$ cat src/rtl/result_dump.sv
// result_dump: walks the result RAM from address 0 to DEPTH-1
// and streams each 32-bit word, MSB byte first, as four 8N1 UART frames.
module result_dump #(
  parameter int CLKS_PER_BIT = 434,
  parameter int DEPTH        = 256,
  parameter int ADDR_W       = 8,
  parameter int DATA_W       = 32,
  parameter int RD_LAT       = 2
) (
  input  logic              clk,
  input  logic              rst,
  input  logic              start,
  output logic [ADDR_W-1:0] ram_addr,
  input  logic [DATA_W-1:0] ram_q,
  output logic              tx,
  output logic              busy,
  output logic              done
);

  localparam int TW = (CLKS_PER_BIT > 1) ? $clog2(CLKS_PER_BIT) : 1;
  localparam int LW = $clog2(RD_LAT + 1);

  localparam logic [TW-1:0]     T_END = TW'(CLKS_PER_BIT - 1);
  localparam logic [LW-1:0]     L_END = LW'(RD_LAT - 1);
  localparam logic [ADDR_W-1:0] A_END = ADDR_W'(DEPTH - 1);

  localparam logic [2:0] S_IDLE  = 3'd0;
  localparam logic [2:0] S_FETCH = 3'd1;
  localparam logic [2:0] S_START = 3'd2;
  localparam logic [2:0] S_DATA  = 3'd3;
  localparam logic [2:0] S_STOP  = 3'd4;
  localparam logic [2:0] S_DONE  = 3'd5;

  logic [2:0]        r_state;
  logic [TW-1:0]     r_tmr;
  logic [LW-1:0]     r_lat;
  logic [2:0]        r_bit;
  logic [1:0]        r_byte;
  logic [DATA_W-1:0] r_sh;
  logic [ADDR_W-1:0] r_addr;
  logic              r_tx;

  logic [7:0] w_cur;
  logic       w_tend;

  assign w_cur  = r_sh[DATA_W-1 -: 8];
  assign w_tend = (r_tmr == T_END);

  // Sequencer: fetch word, then four frames; tx is set at each transition.
  always_ff @(posedge clk or negedge rst) begin
    if (!rst) begin
      r_state <= S_IDLE;
      r_tmr   <= '0;
      r_lat   <= '0;
      r_bit   <= '0;
      r_byte  <= '0;
      r_sh    <= '0;
      r_addr  <= '0;
      r_tx    <= 1'b1;
    end else begin
      unique case (1'b1)
        (r_state == S_IDLE): begin
          r_tx   <= 1'b1;
          r_addr <= '0;
          if (start) begin
            r_lat   <= '0;
            r_state <= S_FETCH;
          end
        end
        (r_state == S_FETCH): begin
          if (r_lat == L_END) begin
            r_sh    <= ram_q;
            r_byte  <= '0;
            r_tmr   <= '0;
            r_tx    <= 1'b0;
            r_state <= S_START;
          end else begin
            r_lat <= r_lat + LW'(1);
          end
        end
        (r_state == S_START): begin
          if (w_tend) begin
            r_tmr   <= '0;
            r_bit   <= '0;
            r_tx    <= w_cur[0];
            r_state <= S_DATA;
          end else begin
            r_tmr <= r_tmr + TW'(1);
          end
        end
        (r_state == S_DATA): begin
          if (w_tend) begin
            r_tmr <= '0;
            if (r_bit == 3'd7) begin
              r_tx    <= 1'b1;
              r_state <= S_STOP;
            end else begin
              r_bit <= r_bit + 3'd1;
              r_tx  <= w_cur[r_bit + 3'd1];
            end
          end else begin
            r_tmr <= r_tmr + TW'(1);
          end
        end
        (r_state == S_STOP): begin
          if (w_tend) begin
            r_tmr <= '0;
            if (r_byte != 2'd3) begin
              r_byte  <= r_byte + 2'd1;
              r_sh    <= {r_sh[DATA_W-9:0], 8'h00};
              r_tx    <= 1'b0;
              r_state <= S_START;
            end else if (r_addr != A_END) begin
              r_addr  <= r_addr + ADDR_W'(1);
              r_lat   <= '0;
              r_state <= S_FETCH;
            end else begin
              r_addr  <= '0;
              r_state <= S_DONE;
            end
          end else begin
            r_tmr <= r_tmr + TW'(1);
          end
        end
        (r_state == S_DONE): begin
          r_state <= S_IDLE;
        end
        default: begin
          r_state <= S_IDLE;
        end
      endcase
    end
  end

  assign tx       = r_tx;
  assign ram_addr = r_addr;
  assign busy     = (r_state != S_IDLE) && (r_state != S_DONE);
  assign done     = (r_state == S_DONE);

endmodule

$ cat config.mk
export PLATFORM = sky130hd
export DESIGN_NAME = result_dump
export DESIGN_NICKNAME = d
export VERILOG_FILES = /design/src/rtl/result_dump.sv
export SDC_FILE = /design/constraint.sdc
export NUM_CORES = 1
export LEC_CHECK = 0
export CAP_MARGIN = 20
export CORE_UTILIZATION = 40
export CTS_CLUSTER_SIZE = 30
export DETAILED_ROUTE_END_ITERATION = 6
export SYNTH_ARGS = -nofsm -noshare
export SYNTH_HDL_FRONTEND = slang
export SYNTH_SLANG_ARGS = --single-unit
$ cat constraint.sdc
create_clock -name clk -period 3.2 [get_ports clk]
set_input_delay 0.96 -clock clk [delete_from_list [all_inputs] [get_ports clk]]
set_output_delay 0.96 -clock clk [all_outputs]
set_load 0.05 [all_outputs]
==> results.md, run 1 <==
- Fin util: 49.9%
- Total of max-cap violations: 0
- YS warnings: 0
- First drt pass iteration count: 4
- Synth async-reset ratio: 100%
- Nets: 436
- Worst-skew pair later-pin latency: 0.33 ns
- Worst path cell trace: nor2b_1 -> or3_1 -> buf_4
- Placed insts: 488
- Slew Viols, Final: 0
- Required time of the critical path: 2.24 ns
- Synth top area share: 43.8%
- HPWL after DPL: 5.21 mm
- CP Capture Type: output pin
- CTS max path bufs: 2
- Hold Violations, Final: 0
- Ratio of cells with drive above 1 in the final layout: 10.9%
- Routed WL: 7.49 mm
- Crit path largest cell delay: 0.62 ns
- Crit path time final: 2.73 ns
- Largest family of logic cells by synthesized area: simple AND/OR/NAND/NOR gates
- Setup crit start kind: flip-flop
- Finished Layout Cells: 501
- Area added between synthesis and finish: 21.0%
- Initial antenna violation count: 0
- Site Rows: 33
- Detail Route Antenna Nets: 0
- Final clock skew: 0.00582 ns
- PD cells: 362 mW/mm^2
- Synth area leaders: dfrtp_1 (44%), nand2_1 (10%), mux2_1 (5.3%)
- Worst slew pin tran: 0.652 ns
- Root Buffer: clkbuf_8
- CTS tree: yes
- WP buf/inv: 1
- Vias in the first global route: 2685
- Core Region: 0.00818 sq mm
- WHS: 0.489 ns
- Worst-path clk slew: 0.06 ns
- Adder-cell share of the synthesized area: 2.60%
- Leakage: 1.92 nW
- PortBufs: 45
- # Post-CTS Setup Buffers: 0
- Worst EP arrival: 1.77 ns
- Main synth FF type: dfrtp_1
- Via density: 5.43
- Sink Count: 60
- Vias: 2720
- Post-route clock period utilization: 85.4%
- Yosys top cell by area: dfrtp_1
- Simple-Gate Fraction of Synth Area: 22.4%
- Top fanout value on the critical path: 20
- Initial Utilization: 41.2%
- Grt total ovfl: 0
- Setup Viol. Count Final: 0
- DRC: 0
- Synthesized flop and latch total: 60
- CP top delay family: simple AND/OR/NAND/NOR gates
- TritonCTS Buffers: 9
- EDFF count, synth: 0
- Starting DRT DRC Count: 151
- WL per Instance: 14.9 microns
- Pwr Total: 1.48 mW
- Fmax: 366 MHz
- Tightest Hold Check Type: reg -> reg
- I/O pin count: 46
- Critical-path top delay cell: dfrtp_1
- RSZ-0062 raised after global routing: false
- Average size of a mapped cell: 9.52 sq um
- Die X: 93.8 microns
- Total track usage: 19.0%
- DP Area: 0.00390 sq mm
- H-tree levels: 3
- Die area: 0.00880 sq mm
- Mapped Nets: 396
- Final instance area: 0.00408 sq mm
- Post-synthesis sequential area ratio: 44.6%
- Mux contribution to synthesized area: 10.8%
- Compound-Gate Fraction of Synth Area: 15.1%
- Final TNS setup: 0 ns
- WS Path Type: reg -> out
- Largest net degree at the start of global routing: 36
- Final worst slack: 0.468 ns
- Die Height: 93.8 microns
- Peak VDD IR: 185 uV
- Gate Count Post-Synth: 354
- Syn Std Cell Area: 0.00337 sq mm
- CTS hold repair buffers: 0
- CTS resizes: 0
- Synth Area in XOR/XNOR: 0%
- Max_slew headroom: 56.5%
- RD Place Congestion: 0.804
- Dpl ws: 0.563 ns
- Status: finished, final reports clean
- Antenna fix cells: 0
- First-pass GRT wire length: 12.9 mm
- Distinct cells, synth: 61
==> sequential cells by signal, summed over array words and instances (netlist names) <==
signal,cells
r_state,3
r_tmr,9
r_sh,32
tx,1
ram_addr,8
r_lat,2
r_bit,3
r_byte,2
==> logic make-up (layout without fill, tap and decap cells) <==
group / after synthesis / count (layout)
adder cells (fa/ha/maj): 7 / 7
AND/OR/NAND/NOR: 154 / 154
multiplexers: 31 / 31
flip-flops: 60 / 60
buffers and inverters: 30 / 72
AO/OA/AOI/OAI: 72 / 72
==> cells in the final DEF (no fill, tap or decap), types with 3 or more instances in the layout <==
cell type | synthesis | routed
nor2b_1 | 6 | 6
nand4_1 | 5 | 5
dfrtp_1 | 59 | 59
a21o_1 | 6 | 6
a21oi_1 | 11 | 11
nand2_1 | 91 | 91
clkbuf_8 | 0 | 10
o21ai_0 | 3 | 3
ha_1 | 7 | 7
or4_1 | 3 | 3
and2_1 | 4 | 4
inv_1 | 7 | 7
clkdlybuf4s50_1 | 0 | 42
o31ai_1 | 5 | 5
nand3_1 | 11 | 11
a22o_1 | 12 | 12
mux2_1 | 16 | 16
nor2_1 | 6 | 6
mux2_2 | 8 | 8
and3_1 | 4 | 4
buf_4 | 5 | 7
o21ai_1 | 12 | 12
and4_1 | 3 | 3
a31oi_1 | 5 | 5
mux2i_1 | 5 | 5
nand2b_1 | 5 | 5
==> cell type report <==
cell class | count | area, sq um
Tap cell | 105 | 131
Clock inverter | 3 | 40.0
Timing Repair Buffer | 52 | 518
Clock buffer | 10 | 138
Sequential cell | 60 | 1500
Multi-Input combinational cell | 264 | 1720
Fill cell | 802 | 4100
Inverter | 7 | 26.3
==> final timing paths <==
check	startpoint	endpoint	slack [ns]	depth (start not counted)
min in group asynchronous	rst	r_sh[14]$_DFFE_PN0P_	0.64	1
max	r_state[0]$_DFFE_PN0P_	busy	0.47	3
min reg2reg	r_sh[26]$_DFFE_PN0P_	r_sh[26]$_DFFE_PN0P_	0.49	1
max in group asynchronous	rst	tx$_DFFE_PN1P_	1.89	2
max reg2reg	r_state[2]$_DFFE_PN0P_	r_sh[15]$_DFFE_PN0P_	0.87	5
min	r_sh[26]$_DFFE_PN0P_	r_sh[26]$_DFFE_PN0P_	0.49	1
==> Yosys cell counts (2+ instances only) <==
cell	count
a21o_1	6
a21oi_1	11
a22o_1	12
a31oi_1	5
and2_1	4
and3_1	4
and4_1	3
buf_1	2
buf_2	8
buf_4	5
clkbuf_1	6
dfrtp_1	59
ha_1	7
inv_1	7
mux2_1	16
mux2_2	8
mux2i_1	5
mux4_2	2
nand2_1	91
nand2b_1	5
nand3_1	11
nand4_1	5
nor2_1	6
nor2b_1	6
nor3_1	2
nor4_1	2
o21ai_0	3
o21ai_1	12
o21ai_2	2
o22ai_1	2
o31ai_1	5
or4_1	3
==> power by group <==
part	switching [mW]	internal, mW
sequential	0	0.759
clock	0.280	0.365
combinational	0.0293	0.0443
total	0.309	1.17
==> worst register-to-register path, delay by kind of cell (launching register included) <==
kind	cells	cell delay (ns)
muxes	1	0.34
DFF	1	0.66
and+or+nand+nor	2	0.45
buffers and inverters	1	0.23
AOI/OAI and AO/OA	1	0.54
==> metal layers <==
| layer | GRT usage, % | share of wire (%) |
|---|---|---|
| met5 | 0 | 0 |
| met4 | 8.85 | 2.1 |
| met3 | 3.24 | 3.4 |
| met2 | 29.7 | 45 |
| met1 | 25.6 | 49 |
No activity file was read; power rests on OpenSTA's default activity.
==> run 2: changes to the inputs <==
HOLD_SLACK_MARGIN = 0.08   (was not set)
==> results of run 2 <==
Same layout as run 1: the final DEF is identical, and so are final timing and power.
==> run 3: changes to the inputs <==
SKIP_CTS_REPAIR_TIMING = 1   (was not set)
clock period = 2.53 ns   (was 3.2 ns; I/O delays follow)
==> run 3 against run 2 <==
Against the previous run: cell area rose by 2.7%; register-to-register slack worse by 0.40 ns; flip-flop and latch count is the same; critical path type unchanged; largest cell class unchanged; highest routed layer unchanged.
==> results.md, run 3 (synthesized netlist as in run 1, its figures left out) <==
- Status: finished, final reports clean
- First-pass GRT wire length: 12.7 mm (-1.3%)
- Fmax: 414 MHz
- Vias: 2746 (+0.96%)
- Required time of the critical path: 1.77 ns (-0.47 ns)
- Max reg flops: 32 (unchanged)
- FF/Latch Area: 0.00150 sq mm (unchanged)
- Multi-input logic area: 0.00172 sq mm (unchanged)
- Post-route clock period utilization: 95.4%
- Die area: 0.00880 sq mm (unchanged)
- Nets: 441 (+1.1%)
- Routed WL: 7.47 mm (-0.24%)
- Sink Count: 60 (unchanged)
- Area added between synthesis and finish: 24.3%
- WP buf/inv: 1 (unchanged)
- Leakage: 1.97 nW (+2.7%)
- Total track usage: 18.8% (-0.20 points)
- CTS max path bufs: 2 (unchanged)
- DRC: 0 (unchanged)
- Hold Violations, Final: 0 (unchanged)
- Placed insts: 493 (+1.0%)
- Grt total ovfl: 0 (unchanged)
- Tightest Hold Check Type: in -> async
- First drt pass iteration count: 4 (unchanged)
- CP Capture Type: output pin
- NetSw: 0.414 mW (+34%)
- Seq pwr share: 47.2% (-4.2 points)
- RSZ-0062 raised after global routing: false
- Most common cell after layout, fill and taps aside: nand2_1
- PD cells: 485 mW/mm^2 (+34%)
- Ratio of cells with drive above 1 in the final layout: 12.4% (+1.5 points)
- Top fanout value on the critical path: 2 (-90%)
- Worst EP arrival: 1.65 ns (-0.12 ns)
- Setup crit start kind: flip-flop
- WS Path Type: reg -> out
- Worst slew pin tran: 0.544 ns (-0.108 ns)
- TritonCTS Buffers: 9 (unchanged)
- CP top delay family: buffers and inverters
- Largest net degree at the start of global routing: 61 (+69%)
- Commonest non-fill, non-tap cells in the layout: nand2_1 (91), dfrtp_1 (59), clkdlybuf4s50_1 (42), mux2_1 (16)
- Slew Viols, Final: 0 (unchanged)
- Crit path time final: 2.41 ns
- H-tree levels: 3 (unchanged)
- Final TNS setup: 0 ns (unchanged)
- Crit path largest cell delay: 0.79 ns (+0.17 ns)
- Int Power: 1.62 mW (+38%)
- Finished Layout Cells: 508 (+1.4%)
- Worst path cell trace: clkdlybuf4s50_1
- CTS tree: yes
- Antenna fix cells: 0 (unchanged)
- WL per Instance: 14.7 microns (-1.6%)
- Fin util: 51.2% (+1.3 points)
- Critical-path top delay cell: clkdlybuf4s50_1
- HPWL after DPL: 5.22 mm (about the same)
- Detail Route Antenna Nets: 0 (unchanged)
- Starting DRT DRC Count: 139 (-7.9%)
- Setup Viol. Count Final: 0 (unchanged)
- Max_slew headroom: 63.7% (+7.2 points)
- Initial antenna violation count: 0 (unchanged)
- Worst-skew pair later-pin latency: 0.34 ns (about the same)
- Die X: 93.8 microns (unchanged)
- Final instance area: 0.00419 sq mm (+2.7%)
- Peak VDD IR: 319 uV (+73%)
- Die Height: 93.8 microns (unchanged)
- Initial Utilization: 41.2% (unchanged)
- Site Rows: 33 (unchanged)
- RD Place Congestion: 0.818 (+1.7%)
- Clock Power Share: 48.1% (+4.5 points)
- PortBufs: 45 (unchanged)
- Core Region: 0.00818 sq mm (unchanged)
- Reg with most FFs: r_sh
- Gate power share: 4.6% (-0.4 points)
- Total of max-cap violations: 0 (unchanged)
- Via density: 5.41 (-0.44%)
- Root Buffer: clkbuf_8
- Final clock skew: 0.00773 ns (+0.00190 ns)
- WHS: 0.418 ns (-0.0716 ns)
- Sw Ratio: 20.4% (-0.54 points)
- Vias in the first global route: 2671 (-0.52%)
- Filler cell count: 782 (-2.5%)
- DP Area: 0.00397 sq mm (+1.6%)
- Worst-path clk slew: 0.07 ns (about the same)
- I/O pin count: 46 (unchanged)
[run 3: cell types whose count changed in the layout (fill, tap and decap cells not counted), sizes merged]
cell      change
clkbuf        +1
buf           +5
clkinvlp      +1
clkinv        -1
bufinv        +1
[run 3: worst paths after layout]
path	depth (start not counted)	from	slack (ns)	to
max	1	tx$_DFFE_PN1P_	0.12	tx
min	2	rst	0.42	r_sh[22]$_DFFE_PN0P_
max reg2reg	5	r_state[2]$_DFFE_PN0P_	0.47	r_sh[14]$_DFFE_PN0P_
min reg2reg	1	r_sh[15]$_DFFE_PN0P_	0.49	r_sh[15]$_DFFE_PN0P_
max in group asynchronous	2	rst	1.80	tx$_DFFE_PN1P_
min in group clk	1	r_sh[15]$_DFFE_PN0P_	0.49	r_sh[15]$_DFFE_PN0P_
[run 3: final cells by class]
type | count | area share [%]
Clock inverter | 4 | 1.73
Clock buffer | 11 | 3.61
Sequential cell | 60 | 35.9
Tap cell | 105 | 3.14
Inverter | 7 | 0.627
Timing Repair Buffer | 57 | 13.9
Multi-Input combinational cell | 264 | 41.2
[run 3: metal layers]
metal  up-vias  routed length (microns)  global-route usage [%]
met5         -                        0                       0
met4         0                       66                    4.23
met3         7                      309                    4.94
met2        49                     3490                    29.7
met1      1336                     3610                    25.8
li1       1354                        -                       -
[run 3: power by group through the flow]
stage / Sequential, mW / Clock, mW / Combinational [mW]
floorplan: 0.977 / 0 / 0.0160
global placement: 0.977 / 0 / 0.0965
detailed placement: 0.977 / 0 / 0.0968
CTS: 0.959 / 1.01 / 0.0972
global route: 0.958 / 1.04 / 0.106
finish: 0.959 / 0.978 / 0.0936
[run 3: stage by stage]
step | power (mW) | worst slack, ns
5_1_grt | 2.11 | 0.0775
3_3_place_gp | 1.07 | 0.108
3_5_place_dp | 1.07 | 0.0895
4_1_cts | 2.06 | 0.0896
6_report | 2.03 | 0.117
2_1_floorplan | 0.993 | 0.389
